`src/rtl/fwd_hazard_if.sv`:
```
// Execute-stage operand bus between the decode/execute register, the
// forwarding/hazard unit and the ALU.
interface fwd_hazard_if #(
    parameter int XLEN       = 32,
    parameter int REG_AW     = 5,
    parameter int FWD_STAGES = 2,
    parameter int CNT_W      = 32
);
    logic                       in_valid;
    logic [REG_AW-1:0]          in_rs1;
    logic [REG_AW-1:0]          in_rs2;
    logic [XLEN-1:0]            in_rs1_data;
    logic [XLEN-1:0]            in_rs2_data;
    logic [XLEN-1:0]            in_pc;
    logic [XLEN-1:0]            in_imm;
    logic [XLEN-1:0]            in_shamt;
    logic                       pc_reg1_sel;
    logic [1:0]                 imm_rs2_shamt_sel;
    logic [REG_AW-1:0]          in_rd;
    logic                       in_reg_write;
    logic                       in_is_load;
    logic                       flush;
    logic [FWD_STAGES*XLEN-1:0] stage_data;
    logic [XLEN-1:0]            op_a;
    logic [XLEN-1:0]            op_b;
    logic [XLEN-1:0]            store_data;
    logic                       stall;
    logic                       out_valid;
    logic [CNT_W-1:0]           stall_count;
    logic [CNT_W-1:0]           fwd_count;

    modport master (
        output in_valid, in_rs1, in_rs2, in_rs1_data, in_rs2_data, in_pc,
               in_imm, in_shamt, pc_reg1_sel, imm_rs2_shamt_sel, in_rd,
               in_reg_write, in_is_load, flush, stage_data,
        input  op_a, op_b, store_data, stall, out_valid, stall_count, fwd_count
    );

    modport slave (
        input  in_valid, in_rs1, in_rs2, in_rs1_data, in_rs2_data, in_pc,
               in_imm, in_shamt, pc_reg1_sel, imm_rs2_shamt_sel, in_rd,
               in_reg_write, in_is_load, flush, stage_data,
        output op_a, op_b, store_data, stall, out_valid, stall_count, fwd_count
    );
endinterface

```
`src/rtl/fwd_hazard_unit.sv`:
```
// Execute-stage operand forwarding and load-use hazard detection with an
// internal tag pipeline covering FWD_STAGES downstream stages.
module fwd_hazard_unit #(
    parameter int XLEN       = 32,
    parameter int REG_AW     = 5,
    parameter int FWD_STAGES = 2,
    parameter int LOAD_LAT   = 1,
    parameter int CNT_W      = 32
) (
    input  logic        clock,
    input  logic        reset,
    fwd_hazard_if.slave io
);
    logic [FWD_STAGES-1:0] tag_v;
    logic [FWD_STAGES-1:0] tag_wr;
    logic [FWD_STAGES-1:0] tag_ld;
    logic [REG_AW-1:0]     tag_rd [FWD_STAGES];

    logic [XLEN-1:0] fv1, fv2;
    logic            hit1, hit2, haz1, haz2;
    logic            stall_int, issue, fwd_used;

    // Scan oldest to youngest so the youngest match is the last assignment.
    always_comb begin
        fv1  = io.in_rs1_data;
        fv2  = io.in_rs2_data;
        hit1 = 1'b0;
        hit2 = 1'b0;
        haz1 = 1'b0;
        haz2 = 1'b0;
        for (int i = FWD_STAGES - 1; i >= 0; i--) begin
            if (tag_v[i] && tag_wr[i] && (tag_rd[i] == io.in_rs1) && (io.in_rs1 != '0)) begin
                fv1  = io.stage_data[i*XLEN +: XLEN];
                hit1 = 1'b1;
                haz1 = tag_ld[i] && (i < LOAD_LAT);
            end
            if (tag_v[i] && tag_wr[i] && (tag_rd[i] == io.in_rs2) && (io.in_rs2 != '0)) begin
                fv2  = io.stage_data[i*XLEN +: XLEN];
                hit2 = 1'b1;
                haz2 = tag_ld[i] && (i < LOAD_LAT);
            end
        end
    end

    // rs2 always counts as used because the store-data path reads it.
    assign stall_int = io.in_valid && !io.flush && ((!io.pc_reg1_sel && haz1) || haz2);
    assign issue     = io.in_valid && !io.flush && !stall_int;
    assign fwd_used  = (!io.pc_reg1_sel && hit1) || hit2;

    assign io.op_a       = io.pc_reg1_sel ? io.in_pc : fv1;
    assign io.op_b       = io.imm_rs2_shamt_sel[1] ? io.in_imm :
                           io.imm_rs2_shamt_sel[0] ? io.in_shamt : fv2;
    assign io.store_data = fv2;
    assign io.stall      = stall_int;
    assign io.out_valid  = issue;

    always_ff @(posedge clock or negedge reset) begin
        if (!reset) begin
            tag_v  <= '0;
            tag_wr <= '0;
            tag_ld <= '0;
            for (int i = 0; i < FWD_STAGES; i++) tag_rd[i] <= '0;
            io.stall_count <= '0;
            io.fwd_count   <= '0;
        end else begin
            tag_v[0]  <= issue;
            tag_rd[0] <= io.in_rd;
            tag_wr[0] <= io.in_reg_write;
            tag_ld[0] <= io.in_is_load;
            for (int i = 1; i < FWD_STAGES; i++) begin
                tag_v[i]  <= tag_v[i-1];
                tag_rd[i] <= tag_rd[i-1];
                tag_wr[i] <= tag_wr[i-1];
                tag_ld[i] <= tag_ld[i-1];
            end
            if (stall_int && (io.stall_count != '1))
                io.stall_count <= io.stall_count + 1'b1;
            if (issue && fwd_used && (io.fwd_count != '1))
                io.fwd_count <= io.fwd_count + 1'b1;
        end
    end
endmodule

```
`src/flat_wrapper.sv`:
```
// flat-port wrapper written by rule: the top's interface ports become plain ports
module fwd_hazard_unit_flat 
#(
    parameter int XLEN       = 32,
    parameter int REG_AW     = 5,
    parameter int FWD_STAGES = 2,
    parameter int LOAD_LAT   = 1,
    parameter int CNT_W      = 32
)
  (clock, reset, io_in_valid, io_in_rs1, io_in_rs2, io_in_rs1_data, io_in_rs2_data, io_in_pc, io_in_imm, io_in_shamt, io_pc_reg1_sel, io_imm_rs2_shamt_sel, io_in_rd, io_in_reg_write, io_in_is_load, io_flush, io_stage_data, io_op_a, io_op_b, io_store_data, io_stall, io_out_valid, io_stall_count, io_fwd_count);
  fwd_hazard_if #(.XLEN(XLEN), .REG_AW(REG_AW), .FWD_STAGES(FWD_STAGES), .CNT_W(CNT_W)) io_i ();
  input  logic clock;
  input  logic reset;
  input wire logic [$bits(io_i.in_valid)-1:0] io_in_valid;
  input wire logic [$bits(io_i.in_rs1)-1:0] io_in_rs1;
  input wire logic [$bits(io_i.in_rs2)-1:0] io_in_rs2;
  input wire logic [$bits(io_i.in_rs1_data)-1:0] io_in_rs1_data;
  input wire logic [$bits(io_i.in_rs2_data)-1:0] io_in_rs2_data;
  input wire logic [$bits(io_i.in_pc)-1:0] io_in_pc;
  input wire logic [$bits(io_i.in_imm)-1:0] io_in_imm;
  input wire logic [$bits(io_i.in_shamt)-1:0] io_in_shamt;
  input wire logic [$bits(io_i.pc_reg1_sel)-1:0] io_pc_reg1_sel;
  input wire logic [$bits(io_i.imm_rs2_shamt_sel)-1:0] io_imm_rs2_shamt_sel;
  input wire logic [$bits(io_i.in_rd)-1:0] io_in_rd;
  input wire logic [$bits(io_i.in_reg_write)-1:0] io_in_reg_write;
  input wire logic [$bits(io_i.in_is_load)-1:0] io_in_is_load;
  input wire logic [$bits(io_i.flush)-1:0] io_flush;
  input wire logic [$bits(io_i.stage_data)-1:0] io_stage_data;
  output wire logic [$bits(io_i.op_a)-1:0] io_op_a;
  output wire logic [$bits(io_i.op_b)-1:0] io_op_b;
  output wire logic [$bits(io_i.store_data)-1:0] io_store_data;
  output wire logic [$bits(io_i.stall)-1:0] io_stall;
  output wire logic [$bits(io_i.out_valid)-1:0] io_out_valid;
  output wire logic [$bits(io_i.stall_count)-1:0] io_stall_count;
  output wire logic [$bits(io_i.fwd_count)-1:0] io_fwd_count;
  assign io_i.in_valid = io_in_valid;
  assign io_i.in_rs1 = io_in_rs1;
  assign io_i.in_rs2 = io_in_rs2;
  assign io_i.in_rs1_data = io_in_rs1_data;
  assign io_i.in_rs2_data = io_in_rs2_data;
  assign io_i.in_pc = io_in_pc;
  assign io_i.in_imm = io_in_imm;
  assign io_i.in_shamt = io_in_shamt;
  assign io_i.pc_reg1_sel = io_pc_reg1_sel;
  assign io_i.imm_rs2_shamt_sel = io_imm_rs2_shamt_sel;
  assign io_i.in_rd = io_in_rd;
  assign io_i.in_reg_write = io_in_reg_write;
  assign io_i.in_is_load = io_in_is_load;
  assign io_i.flush = io_flush;
  assign io_i.stage_data = io_stage_data;
  assign io_op_a = io_i.op_a;
  assign io_op_b = io_i.op_b;
  assign io_store_data = io_i.store_data;
  assign io_stall = io_i.stall;
  assign io_out_valid = io_i.out_valid;
  assign io_stall_count = io_i.stall_count;
  assign io_fwd_count = io_i.fwd_count;
  fwd_hazard_unit #(.XLEN(XLEN), .REG_AW(REG_AW), .FWD_STAGES(FWD_STAGES), .LOAD_LAT(LOAD_LAT), .CNT_W(CNT_W)) u_core (.clock(clock), .reset(reset), .io(io_i));
endmodule
```
`config.mk`:
```
export PLATFORM = sky130hd
export DESIGN_NAME = fwd_hazard_unit_flat
export DESIGN_NICKNAME = d
export VERILOG_FILES = /design/src/rtl/fwd_hazard_if.sv /design/src/rtl/fwd_hazard_unit.sv /design/src/flat_wrapper.sv
export SDC_FILE = /design/constraint.sdc
export NUM_CORES = 1
export LEC_CHECK = 0
export CAP_MARGIN = 5
export CORE_AREA = 2 2 161 163
export DETAILED_ROUTE_END_ITERATION = 12
export DIE_AREA = 0 0 163 165
export GPL_TIMING_DRIVEN = 0
export PLACE_DENSITY = 0.63
export SLEW_MARGIN = 40
export SYNTH_ARGS = -nofsm -noshare
export SYNTH_HDL_FRONTEND = slang
export SYNTH_SLANG_ARGS = --single-unit
```
`constraint.sdc`:
```
create_clock -name clock -period 3.6 [get_ports clock]
set_clock_uncertainty 0.05 [all_clocks]
set_input_delay 0.54 -clock clock [delete_from_list [all_inputs] [get_ports clock]]
set_output_delay 0.54 -clock clock [all_outputs]
set_load 0.1 [all_outputs]
```
; Yosys cells after proc, flatten, opt, wreduce, memory -nomap -nowiden
; Cells that the tools add are included.
[op_classes]
reduce_logical = 25
n_eq_ne = 6
addsub = 2
muxes = 13
[op_table]
columns = op, count
row1 = 32-bit 2-to-1 mux, 7
row2 = 32-bit by 1-bit adder with 32-bit output (second input constant), 2
row3 = 32-bit inequality test (second input constant), 2
row4 = 5-bit == test, 4
row5 = 1-bit logical AND, 18
row6 = 5-bit nonzero test, 2
row7 = 1-bit 2-to-1 mux, 6
row8 = 1-bit logical NOT, 3
row9 = 1-bit logical OR, 2
[totals]
elab_cells = 53
register_bits = 79
out_inout_bits = 162

; Logic depth before layout (Yosys ltp)
; Gate-level depths: netlist (run 1).
[logic_depth]
depth_word = 11
ltp_mapped = 9
mapped_depth_nobuf = 7

; Worst setup path before layout (run 1)
; OpenSTA, ideal clock, no wires.
[synth_timing]
path_type = input to output
start = in io_in_rs2[1]
end = out io_op_b[0]
stages = 8
arrival_time_ps = 4343
required_ps = 3010
path_slack_ps = -1333
path_buffers = 2
path_cell_list = or4_1 > nor2_1 > or4_1 > buf_2 > buf_1 > mux2i_1 > a21oi_1 > a21o_1
[synth_between]
elab_chain_len = 7
elab_cells_between_ends = 11
[synth_rtl]
columns = item, line_no
row1 = start: declaration, flat_wrapper.sv:16  ; input wire logic [$bits(io_i.in_rs2)-1:0] io_in_rs2;
row2 = 5-bit == test, fwd_hazard_unit.sv:37  ; if (tag_v[i] && tag_wr[i] && (tag_rd[i] == io.in_rs2) && (io.in_rs2 != '0)) begin
row3 = 1-bit logical AND (2 in series), fwd_hazard_unit.sv:37
row4 = 32-bit 2-to-1 mux, fwd_hazard_unit.sv:37
row5 = 32-bit 2-to-1 mux (*), fwd_hazard_unit.sv:37
row6 = net io_store_data[0], flat_wrapper.sv:31  ; output wire logic [$bits(io_i.store_data)-1:0] io_store_data;
row7 = 32-bit 2-to-1 mux (*), fwd_hazard_unit.sv:52  ; io.imm_rs2_shamt_sel[0] ? io.in_shamt : fv2;
row8 = 32-bit 2-to-1 mux (*), fwd_hazard_unit.sv:51  ; assign io.op_b = io.imm_rs2_shamt_sel[1] ? io.in_imm :
row9 = end: declaration, flat_wrapper.sv:30  ; output wire logic [$bits(io_i.op_b)-1:0] io_op_b;
; The timed path passes the listed nets; every way through them passes the cells marked *.

; Final worst setup path (run 1)
[layout_timing]
start = in io_in_rs2[0]
end = out io_op_b[24]
[layout_between]
elab_chain_len = 7
elab_cells_between_ends = 11
[layout_rtl]
columns = item, line_no
row1 = 5-bit == test, fwd_hazard_unit.sv:37
row2 = 1-bit logical AND (2 in series), fwd_hazard_unit.sv:37
row3 = 32-bit 2-to-1 mux, fwd_hazard_unit.sv:37
row4 = 32-bit 2-to-1 mux (*), fwd_hazard_unit.sv:37
row5 = 32-bit 2-to-1 mux (*), fwd_hazard_unit.sv:52
row6 = 32-bit 2-to-1 mux (*), fwd_hazard_unit.sv:51
; Every way passes the cells marked *; elsewhere a longest branch is shown, timed or not.

==> results.cfg, run 1 <==
[worst_setup_path]
required_ns = 3.01
worst-r2r-cell-count = 9
worstSetupPathType = input port to primary output
cp_data_arrival_time_ns = 2.89
crit_path_end_kind = primary output
critPathLaunchType = input port
cp_max_fo = 10

[finish]
fin_util_pct = 47.9
drive_gt1_share_pct = 32.4
fillCellCount = 2361
layout.cells.non_filler = 1422
layout_commonest_cell = clkdlybuf4s50_1
mostFrequentLayoutCells = 240 x clkdlybuf4s50_1, 79 x dfrtp_1, 66 x buf_2, 63 x buf_4, 62 x xnor2_1
area_delta_synth_final_pct = 104
fin_nets = 1332

[yosys]
synth_top_area_cell = dfrtp_1
synth_cell_type_count = 39
syn-num-nets = 904
seq_area_frac_synth_pct = 33.6
synth_compound_area_share_pct = 21.7
post_synth_fa_ha_maj_area_fraction_pct = 0.426
synth_area_sq_um = 5880
synth_edf_count = 0
synth_warnings = 0
synthArstFlopShare_pct = 100
synthTopCellsByArea = dfrtp_1 34%, mux2i_1 11%, xnor2_1 9.2%
synth_top_family_by_area = compound AO/OA/AOI/OAI gates
synthXorXnorAreaFrac_pct = 11.5
synth.top_cell.area_share_pct = 33.6
synthFlopType = dfrtp_1
syn_area_per_cell_sq_um = 8.98
yosys.area_share.simple_pct = 18.1
netlist_instances = 654
muxShareOfSynthArea_pct = 11.3
synth_seq_cells = 79

[global_route]
grt_max_degree = 46
grtUsageTotal_pct = 21.4
met3_usage_pct = 5.27
grt_pass1_vias = 6990
grt.met2_usage_pct = 38.6
grt_overflow = 0
antenna_found_initial = 7
grt_pass1_wl_um = 43500
use_met1_pct = 25.4
top_usage_layer = met2

[floorplanning]
die_area_sq_um = 26900
io_pins = 410
fp-row-count = 58
dieWidth_um = 163
initial_core_util_pct = 23.5
die_h_um = 165
core_sq_um = 25000

[cts]
clk_path_buf_depth = 2
cts-root-buf = clkbuf_16
cts_buffers = 9
cts_hold_buf = 0
htree_levels = 3
clk_pin_slew_ns = 0.06
worstSkewPairLatency_ns = 0.33
cts.sinks = 79
cts_tree = built

[detailed_routing]
routed_wl_um = 30800
via_count = 6953
drc_errors = 0
postRouteAntennaNets = 0
wl_per_cell_um = 21.7
drtPass1Iterations = 4
post_drt_via_cell_ratio = 4.89
drtIter0Drc = 327

[place]
port_buffers = 408
routabilityCongestion = 0.866
dp_cells = 1393
dpl.hpwl_um = 24800

[sta]
fmax_mhz = 287
worstMarginPinSlew_ns = 0.815
finalCritPeriodShare_pct = 96.6
slew_violations = 0
finalHoldViolCount = 0
finalSetupViolCount = 0
rsz0062_at_grt = yes
finalCriticalPeriod_ns = 3.48
holdWs_ns = 0.0453
relSlewSlack_pct = 45.7
tns_ns = 0

[job]
drv_cap = 0

[power]
p_total_mw = 3.38
ir_drop_mv = 0.355
leakage_nw = 5.43
cellPowerDensity_nw_per_um2 = 282

[run_status]
status = completed

[min_path]
hp-class = input port to async pin
worst paths after layout:
check	start	endpoint	slack, ns
hold / removal	reset	u_core.io.stall_count[1]	0.05
hold reg to reg	u_core.tag_wr[0]	u_core.tag_wr[1]	0.32
max in group asynchronous	reset	u_core.io.stall_count[22]	2.94
setup reg to reg	u_core.tag_rd[0]	u_core.io.fwd_count[22]	0.53
setup / recovery	io_in_rs2[0]	io_op_b[24]	0.12
min in group clock	u_core.tag_wr[0]	u_core.tag_wr[1]	0.32
flip-flops by register name (all words and copies together) (netlist names):
signal and cells:
u_core.tag_rd 10, u_core.io.stall_count 32, u_core.tag_wr 2, u_core.tag_ld 1
u_core.tag_v 2, u_core.io.fwd_count 32
per-stage QoR:
step | setup slack (ns) | area [sq um]
4_1_cts | -0.0725 | 11600
2_1_floorplan | -0.125 | 6490
6_report | 0.121 | 12000
5_1_grt | -0.0132 | 12000
3_3_place_gp | -1.43 | 11000
3_5_place_dp | -0.718 | 10200
cell families after synthesis:
kind of cell               Yosys count
and+or+nand+nor                    212
AOI/OAI and AO/OA                  170
DFF                                 79
xor gates and xnor gates            77
muxes                               66
buffers and inverters               48
adders and majority gates            2
critical path: stages:
cell           delay [ns]
dlygate4sd2_1        0.30
xor2_1               0.16
a221o_1              0.26
or4_4                0.51
buf_12               0.18
buf_16               0.18
mux2i_4              0.20
a21oi_4              0.20
a21o_4               0.15
buf_8                0.19
cell usage after synthesis (5+ instances only):
library cell,number
dfrtp_1,79
a211oi_1,32
xor2_1,15
nand4_1,21
nor2_1,75
and3_1,19
a22o_1,31
a21o_1,63
nor3_1,8
inv_1,6
mux2i_1,64
xnor2_1,62
buf_1,5
and2_1,7
nand3_1,29
a21oi_1,35
nand2_1,28
clkbuf_1,33
and4_1,11
cell type report:
class	instances	area, sq um	area share, %
diodes	6	15.0	0.125
repair buffers	417	3960	33.0
multi-input cells	527	4880	40.7
clock inverters	5	58.8	0.491
flip-flops and latches	79	1980	16.5
plain buffers	42	427	3.56
inverters	6	22.5	0.188
well taps	330	413	3.45
clock buffers	10	229	1.91
repair_timing:
| item | 4_1_cts | 5_1_grt |
|---|---|---|
| setup endpoints to repair | 97 | 93 |
| pin swaps | 5 | 4 |
| cloned | 1 | 2 |
| setup buffers | 4 | 1 |
| gates resized for setup | 286 | 71 |
power by group:
| part | internal, mW | switching, mW | leakage [nW] |
|---|---|---|---|
| Clock | 0.534 | 0.358 | 0.135 |
| Combinational | 0.585 | 0.986 | 4.22 |
| Sequential | 0.901 | 0.0131 | 1.07 |
layer usage:
| layer | vias up | wire [um] |
|---|---|---|
| met2 | 253 | 16100 |
| met4 | 2 | 565 |
| li1 | 3281 | - |
| met5 | - | 13 |
| met3 | 26 | 2140 |
| met1 | 3391 | 12000 |
Note: power is estimated with default switching activity, not from simulation.
==> run 2: changes to the inputs <==
Settings changed: RECOVER_POWER set to 25.
==> run 2 against run 1 <==
Net effect: the run now ends with max-capacitance violations, max-slew violations left; via count is essentially flat; count of clock-buffer cells in the layout is the same; utilization shrank 0.12 points; combinational power is essentially flat; sequential power is essentially flat; wire length grew 0.12%; first-iteration DRC count grew 0.61%; final area shrank 0.25%; flip-flop and latch count is the same; critical endpoint unchanged.
==> results.cfg, run 2 (synthesis gave the netlist of run 1 again) <==
[worst_setup_path]
path_cells = dlygate4sd2_1, xor2_1, a221o_1, or4_4, buf_12, buf_16, mux2i_4, a21oi_4, a21o_4, buf_8
worstSetupPathType = input port to primary output
rr_startpoint = u_core.tag_rd[0]
crit_path_end_kind = primary output
reg2reg_setup_slack_ns = 0.53
required_ns = 3.01
slowest_stage = or4_4
worst-r2r-cell-count = 9
cp_data_arrival_time_ns = 2.89
critPathLaunchType = input port
r2r-end = u_core.io.fwd_count[22]
cp_slowest_stage_delay_ns = 0.51
cp_max_fo = 10

[global_route]
grt_pass1_vias = 6990
antenna_found_initial = 7
grt_pass1_wl_um = 43500
grtUsageTotal_pct = 21.4
grt_max_degree = 46
grt_overflow = 0

[place]
routabilityCongestion = 0.866
port_buffers = 408
dp_slack_ns = -0.718
dp_cells = 1393
dpl.hpwl_um = 24800

[job]
drv_cap = 1

[sta]
worstMarginPinSlew_ns = 1.86
setup_ws_ns = 0.122
finalHoldViolCount = 0
relSlewSlack_pct = -24.1
finalCritPeriodShare_pct = 96.6
tns_ns = 0
fmax_mhz = 288
rsz0062_at_grt = yes
finalCriticalPeriod_ns = 3.48
finalSetupViolCount = 0
slew_violations = 36

[cts]
cts.sinks = 79
cts-root-buf = clkbuf_16
worstSkewPairLatency_ns = 0.33
htree_levels = 3
cts_tree = built
clk_pin_slew_ns = 0.06
cts_buffers = 9
clk_path_buf_depth = 2

[detailed_routing]
via_count = 6947
post_drt_via_cell_ratio = 4.89
routed_wl_um = 30800
drc_errors = 0
postRouteAntennaNets = 0
drtPass1Iterations = 4
wl_per_cell_um = 21.7
drtIter0Drc = 329

[min_path]
holdPathEnd = u_core.tag_wr[1]
hp-start = u_core.tag_wr[0]
hold_depth = 0
hp-class = register to register

[power]
p_total_mw = 3.37
ir_drop_mv = 0.355
cellPowerDensity_nw_per_um2 = 282
leakage_nw = 5.42

[finish]
drive_gt1_share_pct = 32.3
layout_commonest_cell = clkdlybuf4s50_1
fin_util_pct = 47.8
area_delta_synth_final_pct = 103
fin_nets = 1332
largestRegisters = u_core.io.fwd_count: 32 flops, u_core.io.stall_count: 32 flops, u_core.tag_rd: 10 flops
fillCellCount = 2364
final-seq-area_sq_um = 1980
mostFrequentLayoutCells = 240 x clkdlybuf4s50_1, 79 x dfrtp_1, 66 x buf_2, 63 x buf_4, 62 x xnor2_1
multi_input_area_sq_um = 4880
layout.cells.non_filler = 1422

[floorplanning]
io_pins = 410
core_sq_um = 25000
dieWidth_um = 163
die_h_um = 165
fp-row-count = 58
die_area_sq_um = 26900
initial_core_util_pct = 23.5

[run_status]
violations = max-capacitance violations, max-slew violations
status = complete, but fails checks
## run 2: changes by cell type in the layout (fill, tap and decap cells not counted), sizes merged
cell | previous run | this run
buf | 177 | 175
clkbuf | 47 | 49
## run 2: routing by layer
metal | wire length [um] | GRT usage (%) | vias to the layer above | share of wire [%]
met1 | 12000 | 25.4 | 3386 | 39
met4 | 564 | 5.67 | 2 | 1.8
met5 | 18 | 0 | - | 0.058
li1 | - | - | 3281 | -
met3 | 2090 | 5.27 | 26 | 6.8
met2 | 16100 | 38.6 | 252 | 52
## run 2: area by class of cell
cell class                 count  share of cell area (%)
antenna                        6                   0.126
buffer                        42                    3.57
clock buffer                  10                    1.92
clock inverter                 5                   0.492
inverter                       6                   0.188
multi-input combinational    527                    40.8
sequential                    79                    16.5
tap                          330                    3.45
timing repair buffer         417                    32.9
## run 2: what timing repair did
action,CTS,global route
setup endpoints to repair,97,93
resized for setup,286,71
pin swaps,5,4
hold buffers,0,0
cloned,1,2
buffers inserted,4,1
## run 2: worst max path at each step
stage	from	to	slack [ns]	cells after the start
after floorplan	io_in_rs2[1]	io_op_b[0]	-0.12	8
after global placement	io_in_rs2[2]	io_op_b[1]	-1.43	11
after detailed placement	io_in_rs2[2]	io_op_b[1]	-0.72	11
after CTS	io_in_rs2[2]	io_op_b[23]	-0.07	10
after global routing	io_in_rs1[4]	io_op_a[1]	-0.01	9
final	io_in_rs2[0]	io_op_b[24]	0.12	10
## run 2: per-stage QoR
step	area (sq um)	hold WS, ns
final	12000	0.322
after detailed placement	10200	0.310
after global placement	11000	0.312
after global routing	12000	0.334
after floorplan	6490	0.194
after CTS	11600	0.0499
## run 2: critical path, delay by kind of cell
| kind | cells | cell delay (ns) |
|---|---|---|
| buffers and inverters | 4 | 0.85 |
| and+or+nand+nor | 1 | 0.51 |
| AOI/OAI and AO/OA | 3 | 0.61 |
| xor gates and xnor gates | 1 | 0.16 |
| muxes | 1 | 0.20 |
## run 2: power breakdown
part | switching, mW | internal, mW | leakage, nW
sequential | 0.0132 | 0.901 | 1.07
clock | 0.358 | 0.534 | 0.135
combinational | 0.985 | 0.582 | 4.21
==> edit (flow settings as in run 2) <==
`FWD_STAGES` is set to 2 in 3 places; all go to 4.
--- a/src/rtl/fwd_hazard_if.sv
+++ b/src/rtl/fwd_hazard_if.sv
@@ -3,7 +3,7 @@
 interface fwd_hazard_if #(
     parameter int XLEN       = 32,
     parameter int REG_AW     = 5,
-    parameter int FWD_STAGES = 2,
+    parameter int FWD_STAGES = 4,
     parameter int CNT_W      = 32
 );
     logic                       in_valid;
--- a/src/rtl/fwd_hazard_unit.sv
+++ b/src/rtl/fwd_hazard_unit.sv
@@ -3,7 +3,7 @@
 module fwd_hazard_unit #(
     parameter int XLEN       = 32,
     parameter int REG_AW     = 5,
-    parameter int FWD_STAGES = 2,
+    parameter int FWD_STAGES = 4,
     parameter int LOAD_LAT   = 1,
     parameter int CNT_W      = 32
 ) (
--- a/src/flat_wrapper.sv
+++ b/src/flat_wrapper.sv
@@ -3,7 +3,7 @@
 #(
     parameter int XLEN       = 32,
     parameter int REG_AW     = 5,
-    parameter int FWD_STAGES = 2,
+    parameter int FWD_STAGES = 4,
     parameter int LOAD_LAT   = 1,
     parameter int CNT_W      = 32
 )
Ports: changed (resized io_stage_data); port bits go from 410 to 474. No check against the original RTL was run, so the function may have changed too.
==> edit against run 2 <==
The run still ends with max-capacitance violations, max-slew violations left; via count is 40% higher; routed wire length rose by 46%; power increased by 19%; final area is 16% higher; area after synthesis rose by 32%; first-iteration DRC count rose by 87%; sequential cell count up 14; setup slack got worse by 0.078 ns; critical path depth increased by 1; critical path type unchanged; largest cell class unchanged.
==> edit: results <==
synthesis:
  syn_nets: 1255
  ys_top_cells_by_area: "dfrtp_1, xor2_1, nand2_1, a221o_1, nor2_1"
  synth_compound_area_share_pct: 26.08
  yosysSeqAreaShare_pct: 30.00
  synth.avg_cell_area_sq_um: 8.245
  synth_common_cells: "nand2_1, dfrtp_1, nor2_1"
global_route:
  grt_pass1_wl_um: 62510
  grt_usage_pct: 31.64
  antenna_found_initial: 26
  grt_max_degree: 55
final_layout:
  instances_no_fill: 1776
  fillerInstances: 2408
pwr:
  p_int_mw: 2.368
  ir_drop_v: 0.0002265
  p_leak_nw: 6.206
outcome:
  status: "finished, violations left"
  violations: "max-capacitance violations, max-slew violations"
sta:
  slew_viol_final: 40
  holdWs_ns: 0.3163
cts:
  post-cts-setup-buffers: 2
place:
  place_area_sq_mm: 0.01264
  place.gp.congestion: 0.9472
  io_buffers: 463
run:
  cap_viol_max_count: 1
setup_path:
  crit_end: "io_op_b[8]"
  r2r-start: "u_core.tag_rd[15]"
  critPathTopFamily: "simple AND/OR/NAND/NOR gates"
  reg2reg_depth: 8
detailed_routing:
  post_drt_wl_per_cell_um: 25.42
  first_iter_violations: 614
==> edit: changes by cell type after synthesis, sizes merged, moves of 30 or more <==
cell	delta
nand2	+67
nand2b	+31
xnor2	-32
clkbuf	+31
xor2	+51
o31ai	+32
mux2i	-32
a311oi	+32
a221o	+32
a21o	-30
==> edit: final cells by class <==
class	instances	area (sq um)	share of cell area (%)
Inverter	13	48.80	0.3505
Clock inverter	6	93.84	0.6741
Buffer	83	554.3	3.982
Antenna cell	23	57.56	0.4134
Clock buffer	9	225.2	1.618
Multi-Input combinational cell	750	5824	41.84
Sequential cell	93	2327	16.72
Tap cell	330	412.9	2.966
Timing Repair Buffer	469	4377	31.44
==> edit: routing by layer <==
metal | part of all wire [%] | track usage [%] | wire (um)
met3 | 12 | 15.27 | 5491
met1 | 39 | 37.69 | 17400
met4 | 3.3 | 12.63 | 1480
met5 | 0.12 | 0 | 52
met2 | 46 | 49.02 | 20720
